==> config.mk <==
export PLATFORM = sky130hd
export DESIGN_NAME = dac_spi_out
export DESIGN_NICKNAME = d
export VERILOG_FILES = /design/src/rtl/dac_spi_out.sv
export SDC_FILE = /design/constraint.sdc
export NUM_CORES = 1
export LEC_CHECK = 0
export BUFFER_PORTS_ARGS = -buffer_cell sky130_fd_sc_hd__buf_2
export CAP_MARGIN = 20
export CORE_AREA = 5 5 262 136
export CTS_CLUSTER_SIZE = 16
export DETAILED_ROUTE_END_ITERATION = 16
export DIE_AREA = 0 0 267 141
export PLACE_DENSITY_LB_ADDON = 0.05
export SYNTH_ARGS = -nofsm -noshare
export SYNTH_HDL_FRONTEND = slang
export SYNTH_SLANG_ARGS = --single-unit
==> constraint.sdc <==
create_clock -name clk -period 6.9 [get_ports clk]
set_input_delay 0.345 -clock clk [delete_from_list [all_inputs] [get_ports clk]]
set_output_delay 0.345 -clock clk [all_outputs]
set_load 0.05 [all_outputs]
==> src/rtl/dac_spi_out.sv <==
// dac_spi_out
//   Output stage for the wave generators. It captures one sample, scales it by an
//   unsigned Q2.14 gain and adds a signed offset. The result is saturated to 12 bits.
//   The code is shifted out as a 16-bit SPI frame {DAC_CFG, code}, MSB first, in mode 0.
//   LDAC is then pulsed so the DAC updates. Frames repeat back-to-back while enable is high.
//
// Ports
//   clk        in   system clock
//   reset      in   asynchronous active-high reset
//   enable     in   start/continue frames; low = stop after the current frame
//   sample     in   12-bit unsigned sample
//   ofs_kill   in   1 = generator active, 0 = send IDLE_CODE
//   gain       in   16-bit unsigned Q2.14 gain (16384 = 1.0)
//   offset     in   13-bit signed code offset
//   cs_n       out  DAC chip select, active low
//   sclk       out  SPI clock, idle low
//   mosi       out  SPI data, MSB first
//   ldac_n     out  DAC latch strobe, active low
//   busy       out  high whenever the FSM is not in IDLE
//   frame_done out  one-cycle pulse in the last GAP cycle
module dac_spi_out #(
    parameter int          CLK_DIV   = 2,
    parameter logic [3:0]  DAC_CFG   = 4'b0011,
    parameter logic [11:0] IDLE_CODE = 12'd0
) (
    input  logic        clk,
    input  logic        reset,
    input  logic        enable,
    input  logic [11:0] sample,
    input  logic        ofs_kill,
    input  logic [15:0] gain,
    input  logic [12:0] offset,
    output logic        cs_n,
    output logic        sclk,
    output logic        mosi,
    output logic        ldac_n,
    output logic        busy,
    output logic        frame_done
);

    typedef enum logic [2:0] {S_IDLE, S_MUL, S_ADD, S_SHIFT, S_LATCH, S_GAP} state_t;

    localparam int CW = (CLK_DIV > 1) ? $clog2(CLK_DIV) : 1;
    localparam logic [CW-1:0] DIV_LAST = CW'(CLK_DIV - 1);

    state_t        state, state_next;
    logic [CW-1:0] cnt, cnt_next;
    logic          phase, phase_next;     // 0 = sclk low half, 1 = sclk high half
    logic [3:0]    bit_cnt, bit_next;
    logic          sclk_next, mosi_next;
    logic          capture, load, shift;

    logic [11:0]        sample_p0;
    logic               kill_p0;
    logic [15:0]        gain_p0;
    logic [12:0]        offset_p0;
    logic [27:0]        prod_p1;
    logic signed [15:0] sum_p1;
    logic [11:0]        code_p1;
    logic [15:0]        shreg;

    function automatic logic [11:0] sat12(input logic signed [15:0] v);
        if (v < 16'sd0)
            return 12'd0;
        else if (v > 16'sd4095)
            return 12'd4095;
        else
            return v[11:0];
    endfunction

    // (prod >> 14) is at most 16380, so 16-bit signed arithmetic cannot overflow.
    assign sum_p1  = $signed({2'b00, prod_p1[27:14]}) + $signed({{3{offset_p0[12]}}, offset_p0});
    assign code_p1 = kill_p0 ? sat12(sum_p1) : IDLE_CODE;

    always_ff @(posedge clk or posedge reset) begin
        if (reset) begin
            state   <= S_IDLE;
            cnt     <= '0;
            phase   <= 1'b0;
            bit_cnt <= 4'd0;
            cs_n    <= 1'b1;
            sclk    <= 1'b0;
            mosi    <= 1'b0;
            ldac_n  <= 1'b1;
        end else begin
            state   <= state_next;
            cnt     <= cnt_next;
            phase   <= phase_next;
            bit_cnt <= bit_next;
            sclk    <= sclk_next;
            mosi    <= mosi_next;
            // Strobes are registered from the next state so they are glitch-free pins.
            cs_n    <= (state_next != S_SHIFT);
            ldac_n  <= (state_next != S_LATCH);
        end
    end

    always_comb begin
        state_next = state;
        cnt_next   = cnt;
        phase_next = phase;
        bit_next   = bit_cnt;
        sclk_next  = sclk;
        mosi_next  = mosi;
        capture    = 1'b0;
        load       = 1'b0;
        shift      = 1'b0;
        frame_done = 1'b0;
        busy       = (state != S_IDLE);

        case (state)
            S_IDLE: begin
                cnt_next   = '0;
                phase_next = 1'b0;
                bit_next   = 4'd0;
                if (enable) begin
                    capture    = 1'b1;
                    state_next = S_MUL;
                end
            end
            S_MUL: state_next = S_ADD;
            S_ADD: begin
                load       = 1'b1;
                mosi_next  = DAC_CFG[3];     // first bit is valid as cs_n falls
                cnt_next   = '0;
                phase_next = 1'b0;
                bit_next   = 4'd0;
                state_next = S_SHIFT;
            end
            S_SHIFT: begin
                if (cnt == DIV_LAST) begin
                    cnt_next = '0;
                    if (!phase) begin
                        phase_next = 1'b1;
                        sclk_next  = 1'b1;
                    end else if (bit_cnt == 4'd15) begin
                        phase_next = 1'b0;
                        sclk_next  = 1'b0;
                        mosi_next  = 1'b0;
                        state_next = S_LATCH;
                    end else begin
                        // Falling sclk: advance to the next bit.
                        phase_next = 1'b0;
                        sclk_next  = 1'b0;
                        shift      = 1'b1;
                        mosi_next  = shreg[14];
                        bit_next   = bit_cnt + 4'd1;
                    end
                end else begin
                    cnt_next = cnt + CW'(1);
                end
            end
            S_LATCH: begin
                if (cnt == DIV_LAST) begin
                    cnt_next   = '0;
                    state_next = S_GAP;
                end else begin
                    cnt_next = cnt + CW'(1);
                end
            end
            S_GAP: begin
                if (cnt == DIV_LAST) begin
                    cnt_next   = '0;
                    frame_done = 1'b1;
                    state_next = S_IDLE;
                end else begin
                    cnt_next = cnt + CW'(1);
                end
            end
            default: state_next = S_IDLE;
        endcase
    end

    always_ff @(posedge clk or posedge reset) begin
        if (reset) begin
            sample_p0 <= 12'd0;
            kill_p0   <= 1'b0;
            gain_p0   <= 16'd0;
            offset_p0 <= 13'd0;
            prod_p1   <= 28'd0;
            shreg     <= 16'd0;
        end else begin
            // capture stage: the only point where the inputs are sampled
            if (capture) begin
                sample_p0 <= sample;
                kill_p0   <= ofs_kill;
                gain_p0   <= gain;
                offset_p0 <= offset;
            end
            // multiply stage
            if (state == S_MUL)
                prod_p1 <= 28'(sample_p0) * 28'(gain_p0);
            // offset/saturate stage feeds the shift register
            if (load)
                shreg <= {DAC_CFG, code_p1};
            else if (shift)
                shreg <= {shreg[14:0], 1'b0};
        end
    end

endmodule

# [Word-level counts from Yosys, hierarchy flattened]
# Cells that the tools add are included.
[word_totals] regBits=98 in_bits=45 out_inout_bits=6 elab_cells=77
[op_classes] n_addsub=3 mul=1 magnitude_cmp=2 eq_ne=11 mux=34 reduce_logical=12
[op_table] operator="2-to-1 mux 12 bit" n=3
[op_table] operator="2-to-1 mux 15 bit" n=2
[op_table] operator="multiplier 12 x 16 -> 28 bit" n=1
[op_table] operator="2-to-1 mux 3 bit" n=6
[op_table] operator="one-hot mux 3 bit (6 select lines)" n=1
[op_table] operator="adder 15 x 13 -> 16 bit" n=1
[op_table] operator="> comparator 16 x 13 -> 1 bit, second input constant" n=1
[op_table] operator="< comparator 16 x 1 -> 1 bit, second input constant" n=1
[op_table] operator="2-to-1 mux 1 bit" n=15
[op_table] operator="2-to-1 mux 4 bit" n=3
[op_table] operator="one-hot mux 4 bit (2 select lines)" n=1
[op_table] operator="nonzero test 2 bit" n=4
[op_table] operator="== test 3 x 2 -> 1 bit, second input constant" n=2
[op_table] operator="== test 3 bit, second input constant" n=2
[op_table] operator="inequality test 2 bit, second input constant" n=3
[op_table] operator="one-hot mux 1 bit (2 select lines)" n=3
[op_table] operator="adder 4 x 1 -> 4 bit, second input constant" n=1
[op_table] operator="== test 4 bit, second input constant" n=1
[op_table] operator="AND reduction 2 bit" n=2
[op_table] operator="AND reduction 4 bit" n=1
[op_table] operator="== test 3 x 1 -> 1 bit, second input constant" n=1
[op_table] operator="logical NOT 3 bit" n=1
[op_table] operator="inequality test 3 x 2 -> 1 bit, second input constant" n=1
[op_table] operator="inequality test 3 bit, second input constant" n=1
[op_table] operator="5 further kinds" n=5

# [Depth between registers and ports, before layout]
[logic_depth] word_depth=7 mapped_depth=21 ltp_nobuf=20

# [Worst setup path after synthesis]
# No wires, ideal clock.
[synth_timing] path_type="register -> register" start="reg sample_p0[5]" end="reg prod_p1[26]" setup_ns=0.133 arrival_time_ns=5.301 required_ns=6.767 setup_slack_ns=1.466 stages_incl_launch_ff=21 n_path_buf=2 period_less_slack_ns=5.434 cell_sequence="dfrtp_1 -> clkbuf_1 -> clkbuf_1 -> nand2_1 -> fa_1 -> fa_1 -> inv_1 -> fa_1 -> fa_1 -> inv_1 -> fa_1 -> inv_1 -> ha_1 -> and4_1 -> a21oi_1 -> a21oi_1 -> nor3_1 -> a31oi_1 -> a21o_1 -> a2111oi_0 -> nor2_1"
[synth_between] elab_chain_len=1
[synth_lines] item="start, declared" line_no="53" text="logic [11:0] sample_p0;"
[synth_lines] item="start signal, assigned" line_no="185" text="sample_p0 <= sample;"
[synth_lines] item="multiplier 12 x 16 -> 28 bit" line_no="192" text="prod_p1 <= 28'(sample_p0) * 28'(gain_p0);"
[synth_lines] item="end signal, assigned" line_no="192"
[synth_lines] item="end, declared" line_no="57" text="logic [27:0] prod_p1;"
# No other way between the ends.
# A chain may end at the register's enable or synchronous reset.

# [Worst setup path after layout]
[layout_timing] start="reg sample_p0[3]" end="reg prod_p1[26]"
# Same word-level chain as after synthesis.

==> metrics <==
status completed; sequential area share after synthesis 21.6%; post-CTS sizing 0; Vias/cell 4.56; final worst-path cycle share 89.7%; row cnt 48; skew final 0.0146 ns; Compound-Gate Fraction of Synth Area 8.84%; I/O Pins 51; Net Sw Frac 37.5%; Worst Hold Class in2reg; maximum vdd drop 0.0997 mV; Critical Path Sink Type flop; Max Freq 0.162 GHz; Post-Synth Adder-Cell Area 38.7%; Crit Reg-Reg Startpoint sample_p0[3]; Crit Path Max Fanout 17; total routed wirelength 27600 um; wire per inst 18.2 um; Setup Buffers After CTS 0; Max clock buf depth 2; Worst slew margin 40.1%; GPL Wtd Cong 0.782; Area Overhead vs Synth 10.7%; combinational share of power 37.3%; DRC Markers 0; Die H 141 um; 1st-pass router iterations 4; Setup crit end prod_p1[26]; Post-Syn Instances 1033; post-route setup TNS 0 ns; DIE AREA 37600 um2; CTS clk-pin slew, worst paths 0.07 ns; Synth Area in Simple Gates 14.8%; LEAKAGE 0.00547 uW; number of synthesized flops with an enable pin 0; share of cells above drive strength 1 12.4%; max-slew violations 0; IO Port Bufs 50; CP required 7.13 ns; asr flop ratio synth 100%; syn avg cell area 9.45 um2; nets@finish 1327; MaxCap Viol Count 0; R2R depth 19; Synth Cell Area 9770 um2; critical path arrival 6.42 ns; YS warnings 0; Clk Latency, worst-skew pair 0.36 ns; GRT Util Overall 15.2%; reg-to-reg endpoint prod_p1[26]; Core Box Area 33500 um2; largest family of logic cells by synthesized area adder cells; post-synth cell types 57; H-tree level count 3; initial antenna violation count 0; Final Hold Fails 0; gr ovfl total 0; Yosys top cell by area fa_1; final setup violation count 0; Initial Utilization 29.1%; # hold bufs at CTS 1; R2R Setup Slk 0.71 ns; detailed placement HPWL 22500 um; Power Internal 1090 uW; vias in the first global route 7125; hold slack 0.207 ns; syn nets 1296; # fillers 3547; kind of critical path reg2reg; flops & latches, synth 84; Setup crit start kind flop; global-route wire length before repair 43400 um; CTS Buf Count 9; Setup crit start sample_p0[3]; clock power share 28.1%; Synth top area share 28.7%; Num Clock Sinks 84; top_reg_cell synth dfrtp_1; # diodes 0; clock root cell clkbuf_16; xor and xnor area share after synthesis 2.61%; switching power 655 uW; slew at the pin closest to its max-slew limit 0.899 ns; Synth area leaders fa_1 (29%), dfrtp_1 (21%), ha_1 (10%); DR iter-0 viols 384; sequential share of power 34.5%; CTS tree yes; RSZ-0062 raised after global routing no; PD cells 162 nW/um2; largest net degree at the start of global routing 62; Die Span X 267 um; Tmin final 6.19 ns; vias 6922; post-synthesis mux area share 5.15%; Routed Antenna Nets 0
## through the flow
step	instances	setup slack (ns)	instance area (um2)	util [%]	power [uW]
global placement	1502	0.803	10500	31.4	1270
detailed placement	1502	0.740	10500	31.4	1270
global route	1519	0.295	10800	32.3	1900
CTS	1519	0.714	10800	32.3	1780
finish	1519	0.710	10800	32.3	1750
floorplan	1033	1.47	9770	-	1060
## state kept, by name (all words and copies together), names as in the netlist
signal,flops
shreg,15
ldac_n,1
state,3
mosi,1
prod_p1,14
cs_n,1
sclk,1
bit_cnt,4
kill_p0,1
sample_p0,12
cnt,1
gain_p0,16
phase,1
offset_p0,13
## per-layer routing
metal  up-vias  track usage [%]  share of wire [%]
met5         -                0                  0
met4         0             2.02               0.55
met3         9             3.98                5.5
met2       111             17.8                 34
met1      3479             26.7                 60
li1       3323                -                  -
## placed cells by master (no fill, tap or decap), drive strengths merged, types with 2 or more instances in the layout
cell type and n:
a211o 3, a211oi 4, a21boi 2, a21o 16, a21oi 36, a22o 2
a31oi 2, and2 64, and3 4, and4 3, buf 63, clkbuf 12
clkinv 2, dfrtp 82, dfstp 2, fa 140, ha 78, inv 172
mux2 42, mux2i 3, nand2 173, nand2b 4, nand3 9, nand4 5
nor2 28, nor2b 4, nor3 4, nor3b 2, o211ai 2, o21a 9
o21ai 37, o22ai 2, o31ai 9, or2 3, or3 2, xnor2 14
xor2 13
## power groups by stage
| stage | combinational, uW | clock, uW | sequential, uW |
|---|---|---|---|
| after floorplan | 491 | 0 | 565 |
| after global placement | 657 | 0 | 613 |
| after detailed placement | 652 | 0 | 613 |
| after CTS | 657 | 521 | 604 |
| after global routing | 750 | 535 | 612 |
| final | 652 | 492 | 603 |
## Yosys cell counts (5+ instances only)
cell	instances
nor2_1	28
xor2_1	13
a21oi_1	35
dfrtp_1	82
nand3_1	9
o21a_1	9
o31ai_1	9
inv_1	171
xnor2_1	13
clkbuf_1	43
mux2_2	42
nand2_1	173
and2_1	63
fa_1	140
o21ai_0	35
ha_1	78
nand4_1	5
a21o_1	15
## critical path, stage by stage, from the launching register on
cell       delay, ns
dfrtp_1         0.89
nand2_1         0.19
fa_1            0.51
fa_1            0.55
inv_1           0.05
fa_1            0.51
fa_1            0.55
inv_1           0.05
fa_1            0.53
inv_1           0.04
ha_1            0.31
and3_1          0.17
o21ai_0         0.31
a21oi_1         0.13
nor3_1          0.15
buf_4           0.17
a31oi_1         0.18
a21o_1          0.25
a2111oi_0       0.40
nor2_1          0.09
## cells by family after synthesis
logic type | count (synthesis)
XOR/XNOR | 27
AND/OR/NAND/NOR | 310
buffers and inverters | 215
adder cells (fa/ha/maj) | 218
flip-flops | 84
AO/OA/AOI/OAI | 134
multiplexers | 45
## layout make-up
| type | count | area [um2] | share of cell area, % |
|---|---|---|---|
| Timing Repair Buffer | 64 | 358 | 3.31 |
| Clock buffer | 12 | 236 | 2.19 |
| Inverter | 171 | 644 | 5.96 |
| Tap cell | 450 | 563 | 5.21 |
| Multi-Input combinational cell | 734 | 6850 | 63.4 |
| Clock inverter | 4 | 48.8 | 0.451 |
| Sequential cell | 84 | 2100 | 19.5 |
## how the worst min path moves through the flow
stage	from	endpoint	slack (ns)	cells past startpoint
after global placement	reset	gain_p0[11]	0.34	2
after floorplan	prod_p1[14]	prod_p1[14]	0.45	2
final	offset[12]	offset_p0[12]	0.21	3
after global routing	gain[14]	gain_p0[14]	0.20	2
after detailed placement	reset	gain_p0[11]	0.34	2
after CTS	offset[12]	offset_p0[12]	0.18	3
(Power assumes the default switching activity.)
